## src/rtl/pc_unit.sv

```systemverilog
// Program-counter unit: next-PC selection, return-address stack, RUN/HALT
// control and trap redirect for the single-cycle CPU.
module pc_unit #(
  parameter int unsigned      WIDTH        = 32,
  parameter logic [WIDTH-1:0] RESET_VECTOR = 32'h0000_0000,
  parameter logic [WIDTH-1:0] TRAP_VECTOR  = 32'h0000_0100,
  parameter int unsigned      RAS_DEPTH    = 4
) (
  input  logic                         CLK,
  input  logic                         Reset,
  input  logic                         PCWre,
  input  logic [1:0]                   PCSrc,
  input  logic [WIDTH-1:0]             Branch_Imm,
  input  logic [25:0]                  Jump_Addr,
  input  logic [WIDTH-1:0]             Reg_Target,
  input  logic                         Call,
  input  logic                         Ret,
  input  logic                         Trap,
  input  logic                         Halt,
  input  logic                         Resume,
  output logic [WIDTH-1:0]             IAddr,
  output logic [WIDTH-1:0]             PC4,
  output logic [WIDTH-1:0]             EPC,
  output logic                         Halted,
  output logic [$clog2(RAS_DEPTH):0]   RAS_Count,
  output logic                         RAS_Underflow
);

  localparam int unsigned PTR_W = $clog2(RAS_DEPTH);
  localparam int unsigned CNT_W = PTR_W + 1;

  localparam logic [1:0] SRC_SEQ = 2'b00;
  localparam logic [1:0] SRC_BR  = 2'b01;
  localparam logic [1:0] SRC_JMP = 2'b10;
  localparam logic [1:0] SRC_REG = 2'b11;

  typedef enum logic {
    ST_RUN  = 1'b0,
    ST_HALT = 1'b1
  } state_t;

  state_t           state;
  logic [WIDTH-1:0] ras_mem [RAS_DEPTH];
  logic [PTR_W-1:0] ras_top;
  logic [PTR_W-1:0] top_nxt;
  logic [PTR_W-1:0] wr_idx;
  logic [CNT_W-1:0] count_nxt;
  logic             wr_en;

  logic             advance;
  logic             push;
  logic             pop_req;
  logic             pop_hit;
  logic             ras_empty;
  logic             ras_full;

  logic [WIDTH-1:0] branch_target;
  logic [WIDTH-1:0] jump_target;
  logic [WIDTH-1:0] ras_head;
  logic [WIDTH-1:0] next_pc;

  // Address arithmetic; everything wraps modulo 2^WIDTH.
  assign PC4           = IAddr + WIDTH'(4);
  assign branch_target = PC4 + (Branch_Imm << 2);
  assign jump_target   = {PC4[WIDTH-1:28], Jump_Addr, 2'b00};
  assign ras_head      = ras_mem[ras_top];

  assign ras_empty = (RAS_Count == '0);
  assign ras_full  = (RAS_Count == CNT_W'(RAS_DEPTH));

  // A normal advance is the only case in which the RAS or the target mux matter.
  assign advance = (state == ST_RUN) && PCWre && !Halt && !Trap;
  assign pop_req = advance && Ret && (PCSrc == SRC_REG);
  assign pop_hit = pop_req && !ras_empty;
  assign push    = advance && Call;

  // NOTE: every always_comb output gets a default first, so no path can infer a latch.
  always_comb begin
    next_pc = PC4;
    unique case (PCSrc)
      SRC_SEQ: next_pc = PC4;
      SRC_BR:  next_pc = branch_target;
      SRC_JMP: next_pc = jump_target;
      SRC_REG: next_pc = pop_hit ? ras_head : Reg_Target;
      default: next_pc = PC4;
    endcase
  end

  // RAS bookkeeping. A combined call+return on a non-empty stack swaps the
  // top entry in place; on an empty stack it degrades to a plain push.
  always_comb begin
    top_nxt   = ras_top;
    count_nxt = RAS_Count;
    wr_en     = 1'b0;
    wr_idx    = ras_top + PTR_W'(1);
    if (pop_hit && push) begin
      wr_en  = 1'b1;
      wr_idx = ras_top;
    end else if (pop_hit) begin
      top_nxt   = ras_top - PTR_W'(1);
      count_nxt = RAS_Count - CNT_W'(1);
    end else if (push) begin
      wr_en   = 1'b1;
      top_nxt = ras_top + PTR_W'(1);
      if (!ras_full) begin
        count_nxt = RAS_Count + CNT_W'(1);
      end
    end
  end

  // NOTE: the RAS storage has no reset; an entry is only read once the count says it was written.
  always_ff @(posedge CLK) begin
    if (Reset && wr_en) begin
      ras_mem[wr_idx] <= PC4;
    end
  end

  // NOTE: sequential state uses non-blocking assignments so every register samples pre-edge values.
  always_ff @(posedge CLK) begin
    if (!Reset) begin
      state         <= ST_RUN;
      IAddr         <= RESET_VECTOR;
      EPC           <= '0;
      Halted        <= 1'b0;
      ras_top       <= '0;
      RAS_Count     <= '0;
      RAS_Underflow <= 1'b0;
    end else if (Trap) begin
      state  <= ST_RUN;
      Halted <= 1'b0;
      EPC    <= IAddr;
      IAddr  <= TRAP_VECTOR;
    end else if (state == ST_HALT) begin
      if (Resume) begin
        state  <= ST_RUN;
        Halted <= 1'b0;
      end
    end else if (PCWre) begin
      if (Halt) begin
        state  <= ST_HALT;
        Halted <= 1'b1;
      end else begin
        IAddr     <= next_pc;
        ras_top   <= top_nxt;
        RAS_Count <= count_nxt;
        if (pop_req && ras_empty) begin
          RAS_Underflow <= 1'b1;
        end
      end
    end
  end

endmodule

```

## config.mk

```make
export PLATFORM = sky130hd
export DESIGN_NAME = pc_unit
export DESIGN_NICKNAME = d
export VERILOG_FILES = /design/src/rtl/pc_unit.sv
export SDC_FILE = /design/constraint.sdc
export NUM_CORES = 1
export LEC_CHECK = 0
export BUFFER_PORTS_ARGS = -buffer_cell sky130_fd_sc_hd__buf_2
export CAP_MARGIN = 10
export CORE_ASPECT_RATIO = 1.25
export CORE_MARGIN = 2
export CORE_UTILIZATION = 30
export DETAILED_ROUTE_END_ITERATION = 6
export GPL_TIMING_DRIVEN = 0
export PLACE_DENSITY = 0.56
export SLEW_MARGIN = 0
export SYNTH_ARGS = -nofsm -noshare
export SYNTH_HDL_FRONTEND = slang
export SYNTH_SLANG_ARGS = --single-unit
```

## constraint.sdc

```tcl
create_clock -name CLK -period 5.8 [get_ports CLK]
set_clock_uncertainty 0.1 [all_clocks]
set_input_delay 0 -clock CLK [delete_from_list [all_inputs] [get_ports CLK]]
set_output_delay 0 -clock CLK [all_outputs]
set_load 0.01 [all_outputs]
```

# == Yosys cells after proc, flatten, opt, wreduce, memory -nomap -nowiden ==
# Memory sizes are Yosys's and may differ from the RTL's. A register that Yosys moved wholly into a read port is not among the register bits.
# Cells that the tools add are included.
# totals
reg_bits,72
latchBits,0
ram_bits,128
mem_bits_ro,0
input_bits,100
output_inout_bits,101
elab_cells,81
n_memories,1
# memory_table
memory,words,word_bits,read_ports,rd_clocked_by_memory_dff,wr,line_no,text
ras_mem,4,32,1,1,1,43,logic [WIDTH-1:0] ras_mem [RAS_DEPTH];
# op_classes
addsub,6
mul,0
div_mod_pow,0
order_cmp,0
eq_ne,8
n_shift,0
n_mux,27
bitwise_logic,5
n_reduce_logical,26
# ops
cell,count
$pmux W32 S4,1
$mux W9,4
$add A32 B3 Y32 const B,1
$add A32 B32 Y32,1
$mux W32,1
$mux W1,13
$logic_and A1 B1 Y1,10
$mux W2,5
$mux W3,3
$reduce_and A3 Y1,3
$ne A2 B2 Y1 const B,4
$reduce_bool A2 Y1,4
$reduce_and A7 Y1,1
$reduce_and A6 Y1,1
$not A1 Y1,5
$reduce_and A5 Y1,1
$eq A2 B2 Y1 const B,2
$add A3 B1 Y3 const B,1
$eq A3 B3 Y1 const B,1
$logic_not A1 Y1,3
$logic_not A3 Y1,1
$sub A3 B1 Y3 const B,1
$add A2 B1 Y2 const B,1
$eq A2 B1 Y1 const B,1
other kinds (3),3

# == Longest topological paths before layout ==
# logic_depth
ltp_word,13
depth_mapped,16
mapped_depth_nobuf,16

# == Worst setup path before layout ==
# Ideal clock, no wire load.
# synth_path
kind,register -> register
from,reg state
to,mem ras_mem[1][0] (enable)
setup_time_ns,0.468
arrival_time_ns,4.209
required_ns,5.232
path_slack_ns,1.023
stages_incl_launch_ff,11
n_path_buf,4
period_less_slack_ns,4.777
cell_sequence,dfxtp_1 or3b_1 buf_2 nor3_4 nand2b_4 clkinv_2 buf_8 buf_6 buf_6 xnor2_1 nor3b_1
# synth_between
elab_chain_cells,12
word_cells_on_any_way,16
cone_classes,mux (6); bitwise (1); reduce/logical (9)
# synth_lines
item,line_no,text
start: declaration,42,state_t state;
start signal: assignment,121,state <= ST_RUN;
start signal: assignment,129,state <= ST_RUN;
start signal: assignment,135,state <= ST_RUN;
$not A1 Y1 (no source line) (*),n/a,
$logic_and A1 B1 Y1 (*) (3 in a row),72,assign advance = (state == ST_RUN) && PCWre && !Halt && !Trap;
$logic_and A1 B1 Y1 (2 in a row),73,assign pop_req = advance && Ret && (PCSrc == SRC_REG);
$logic_and A1 B1 Y1,74,assign pop_hit = pop_req && !ras_empty;
$mux W1 or $logic_and A1 B1 Y1 (tied branches),"99, 96",
$mux W1,96,if (pop_hit && push) begin
$logic_and A1 B1 Y1,113,if (Reset && wr_en) begin
$mux W1,113,
$mux W1 (implied by the code),114,ras_mem[wr_idx] <= PC4;
end: declaration,43,
# Every way passes the cells marked *; elsewhere a longest branch is shown, timed or not.

# == Worst setup path after layout ==
# layout_path
from,reg IAddr[2]
to,reg IAddr[21]
# layout_between
elab_chain_cells,3
# layout_lines
item,line_no,text
start: declaration,21,"output logic [WIDTH-1:0] IAddr,"
start signal: assignment,143,IAddr <= next_pc;
$add A32 B3 Y32 (*),63,assign PC4 = IAddr + WIDTH'(4);
$add A32 B32 Y32,64,assign branch_target = PC4 + (Branch_Imm << 2);
$pmux W32 S4 (*),80,unique case (PCSrc)
# Marked as above.
# A chain may end at the register's enable or synchronous reset.

==> results.toml <==
[critical_path]
r2r-end = "IAddr[21]"
critPathLaunchType = "register"
critical_path_class = "reg2reg"
reg2reg_depth = 16
crit_start = "IAddr[2]"
r2r-start = "IAddr[2]"
worstPathMaxFanout = 8
crit_end = "IAddr[21]"
cp.arrival_ns = 5.71
worstPathRequired_ns = 6.15
r2r_slack_ns = 0.44
crit_path_end_kind = "register"

[clocking]
insertion_delay_ns = 0.53
post_cts_buffers = 0
cts_root_buf = "clkbuf_16"
cts.clk_slew.worst_paths_ns = 0.06
cts_made_buffers = 23
cts_sinks = 202
cts_tree = "built"
htree_levels = 1
clockBufferDepth = 3

[finish]
nNetsFinal = 1397
layout_common_cells = "buf_2, edfxtp_1, nand2_1"
area.growth.synth_to_final_pct = 27.4
fill_cells = 3631
post-route-cell-area_sq_um = 14100
antennaDiodeCount = 0
mostFrequentLayoutCell = "buf_2"
drive_gt1_share_pct = 25.7
fin_util_pct = 38.8

[routing]
viasPerCell = 5.29
first_pass_iters = 6
first_iter_violations = 850
drt_drc_violations_left = 0
wl_per_cell_microns = 22.9
num_vias = 9274
antenna_left = 0
drt_wl_total_microns = 40100

[timing]
setup_ws_ns = 0.440
tightest_slew_ns = 1.03
final.period_utilization_pct = 92.4
hold_ws_ns = 0.00253
timing.fmax_mhz = 187
hold_viol = 0
setup_viol = 0
slew_violations = 0
slew_headroom_pct = 31.4
rsz0062_at_grt = "false"
finalCriticalPeriod_ns = 5.36

[logic_synthesis]
syn_area_sq_um = 11100
ys_warn_count = 0
synthFlopType = "edfxtp_1"
async_flop_share_pct = 0
ys_seq_elements = 202
synth_cell_types = 78
synth_edf_count = 128
avgSynthCellArea_sq_um = 11.3
ys_seq_area_share_pct = 48.0
postSynthCellCount = 980
syn_nets = 1120

[die]
core_area_sq_um = 36400
die_w_microns = 176
initial_core_util_pct = 30.4
pin_count = 201
chipHeight_microns = 219
dieArea_sq_um = 38500
row_count = 78

[global_route]
antenna_found_initial = 0
grt_max_degree = 20
grt_pass1_wl_microns = 58900
grt_pass1_vias = 9027
grt_remaining_overflow = 0
grt_usage_pct = 20.7

[placement]
place_area_sq_um = 12800
numPortBuffers = 198
globalplace.congestion = 0.897
pre_cts_ws_ns = 0.585
dp_hpwl_microns = 30000

[power_and_ir_drop]
peakVddDrop_mv = 0.150
p_per_area_nw_per_um2 = 253
p_leak_nw = 5.67

[run_status]
outcome = "completed"

[job]
cap_violations = 0

[min_path]
hold_path_class = "in2reg"
[cells by family after synthesis]
kind of cell,count (synthesis),share of synthesized area [%]
adders and majority gates,40,4.65
and+or+nand+nor,301,13.9
buffers and inverters,71,2.91
xor gates and xnor gates,54,4.27
DFF,202,48.0
muxes,105,13.9
AOI/OAI and AO/OA,207,12.4
[critical path, cell delays in order (launching register included)]
cell	delay, ns
dfxtp_1	0.50
ha_1	0.37
nand3_1	0.16
or2_2	0.29
clkbuf_1	0.17
nor3_1	0.56
nand3_1	0.22
xnor2_2	0.39
ha_1	0.39
a21o_1	0.19
a21oi_1	0.17
or3b_2	0.50
o21ai_1	0.30
xnor2_1	0.16
o21ai_0	0.09
dlygate4sd3_1	0.59
o21ai_0	0.13
[per-stage QoR]
| step | power (mW) | TNS (ns) | instances |
|---|---|---|---|
| floorplan | 1.80 | 0 | 980 |
| global placement | 1.96 | -46.77 | 1658 |
| detailed placement | 1.96 | 0 | 1664 |
| CTS | 3.60 | 0 | 1753 |
| global route | 3.69 | 0 | 1753 |
| finish | 3.58 | 0 | 1753 |
[layer usage]
layer / track usage [%] / vias to the layer above / wire (microns)
met5: 0 / - / 0
met4: 6.91 / 0 / 1270
met3: 3.00 / 68 / 2880
met2: 34.8 / 426 / 19100
met1: 27.3 / 4539 / 16900
li1: - / 4241 / -
[area by class of cell]
| class | count | area, sq um | share of cell area, % |
|---|---|---|---|
| Inverter | 14 | 53.8 | 0.381 |
| Timing Repair Buffer | 252 | 1580 | 11.2 |
| Tap cell | 480 | 601 | 4.25 |
| Clock buffer | 31 | 646 | 4.57 |
| Multi-Input combinational cell | 707 | 5470 | 38.7 |
| Clock inverter | 10 | 179 | 1.27 |
| Buffer | 57 | 269 | 1.91 |
| Sequential cell | 202 | 5330 | 37.7 |
[how the worst min path moves through the flow]
stage                              start   endpoint  slack (ns)  depth (start not counted)
after floorplan                   Resume      state        0.08                          2
after global placement            Resume      state        0.19                          3
after detailed placement          Resume      state        0.20                          3
after CTS                 Reg_Target[20]  IAddr[20]      0.0004                          4
after global routing      Reg_Target[20]  IAddr[20]       0.006                          4
final                      Jump_Addr[15]  IAddr[17]       0.003                          5
[power by group]
group | total [mW] | switching, mW | leakage, nW | internal (mW)
Clock | 1.62 | 0.619 | 0.407 | 1.00
Combinational | 0.408 | 0.241 | 3.46 | 0.167
Sequential | 1.55 | 0.0173 | 1.80 | 1.53
[cells in the mapped netlist (all sizes together) (8+ instances only)]
master | count | area, sq um
and3 | 14 | 87.6
mux2 | 9 | 101
buf | 25 | 149
nor3 | 16 | 91.3
o211ai | 9 | 67.6
and2 | 8 | 50.1
inv | 13 | 48.8
dfxtp | 74 | 1480
mux4 | 38 | 856
nor2 | 71 | 274
edfxtp | 128 | 3840
nand3 | 29 | 150
ha | 38 | 475
mux2i | 58 | 581
nand4 | 11 | 90.1
o221ai | 8 | 70.1
a211oi | 14 | 105
a21oi | 56 | 280
clkbuf | 32 | 120
nand2 | 85 | 319
o21a | 10 | 82.6
xnor2 | 33 | 289
nor2b | 39 | 244
a21o | 15 | 113
o21ai | 43 | 215
a31oi | 8 | 65.1
xor2 | 21 | 184
[sequential cells by signal, summed over array words and instances, names as in the netlist, named ones only]
register,cells
RAS_Underflow,1
Halted,1
ras_mem,128
ras_top,2
EPC,32
RAS_Count,3
IAddr,30
state,1
[repair_timing]
action | 4_1_cts | 5_1_grt
setup endpoints to repair | 0 | 1
hold buffers | 48 | 0
resized for setup | 0 | 1
hold endpoints to repair | 45 | 0
Power figures use the tool's default switching activity.
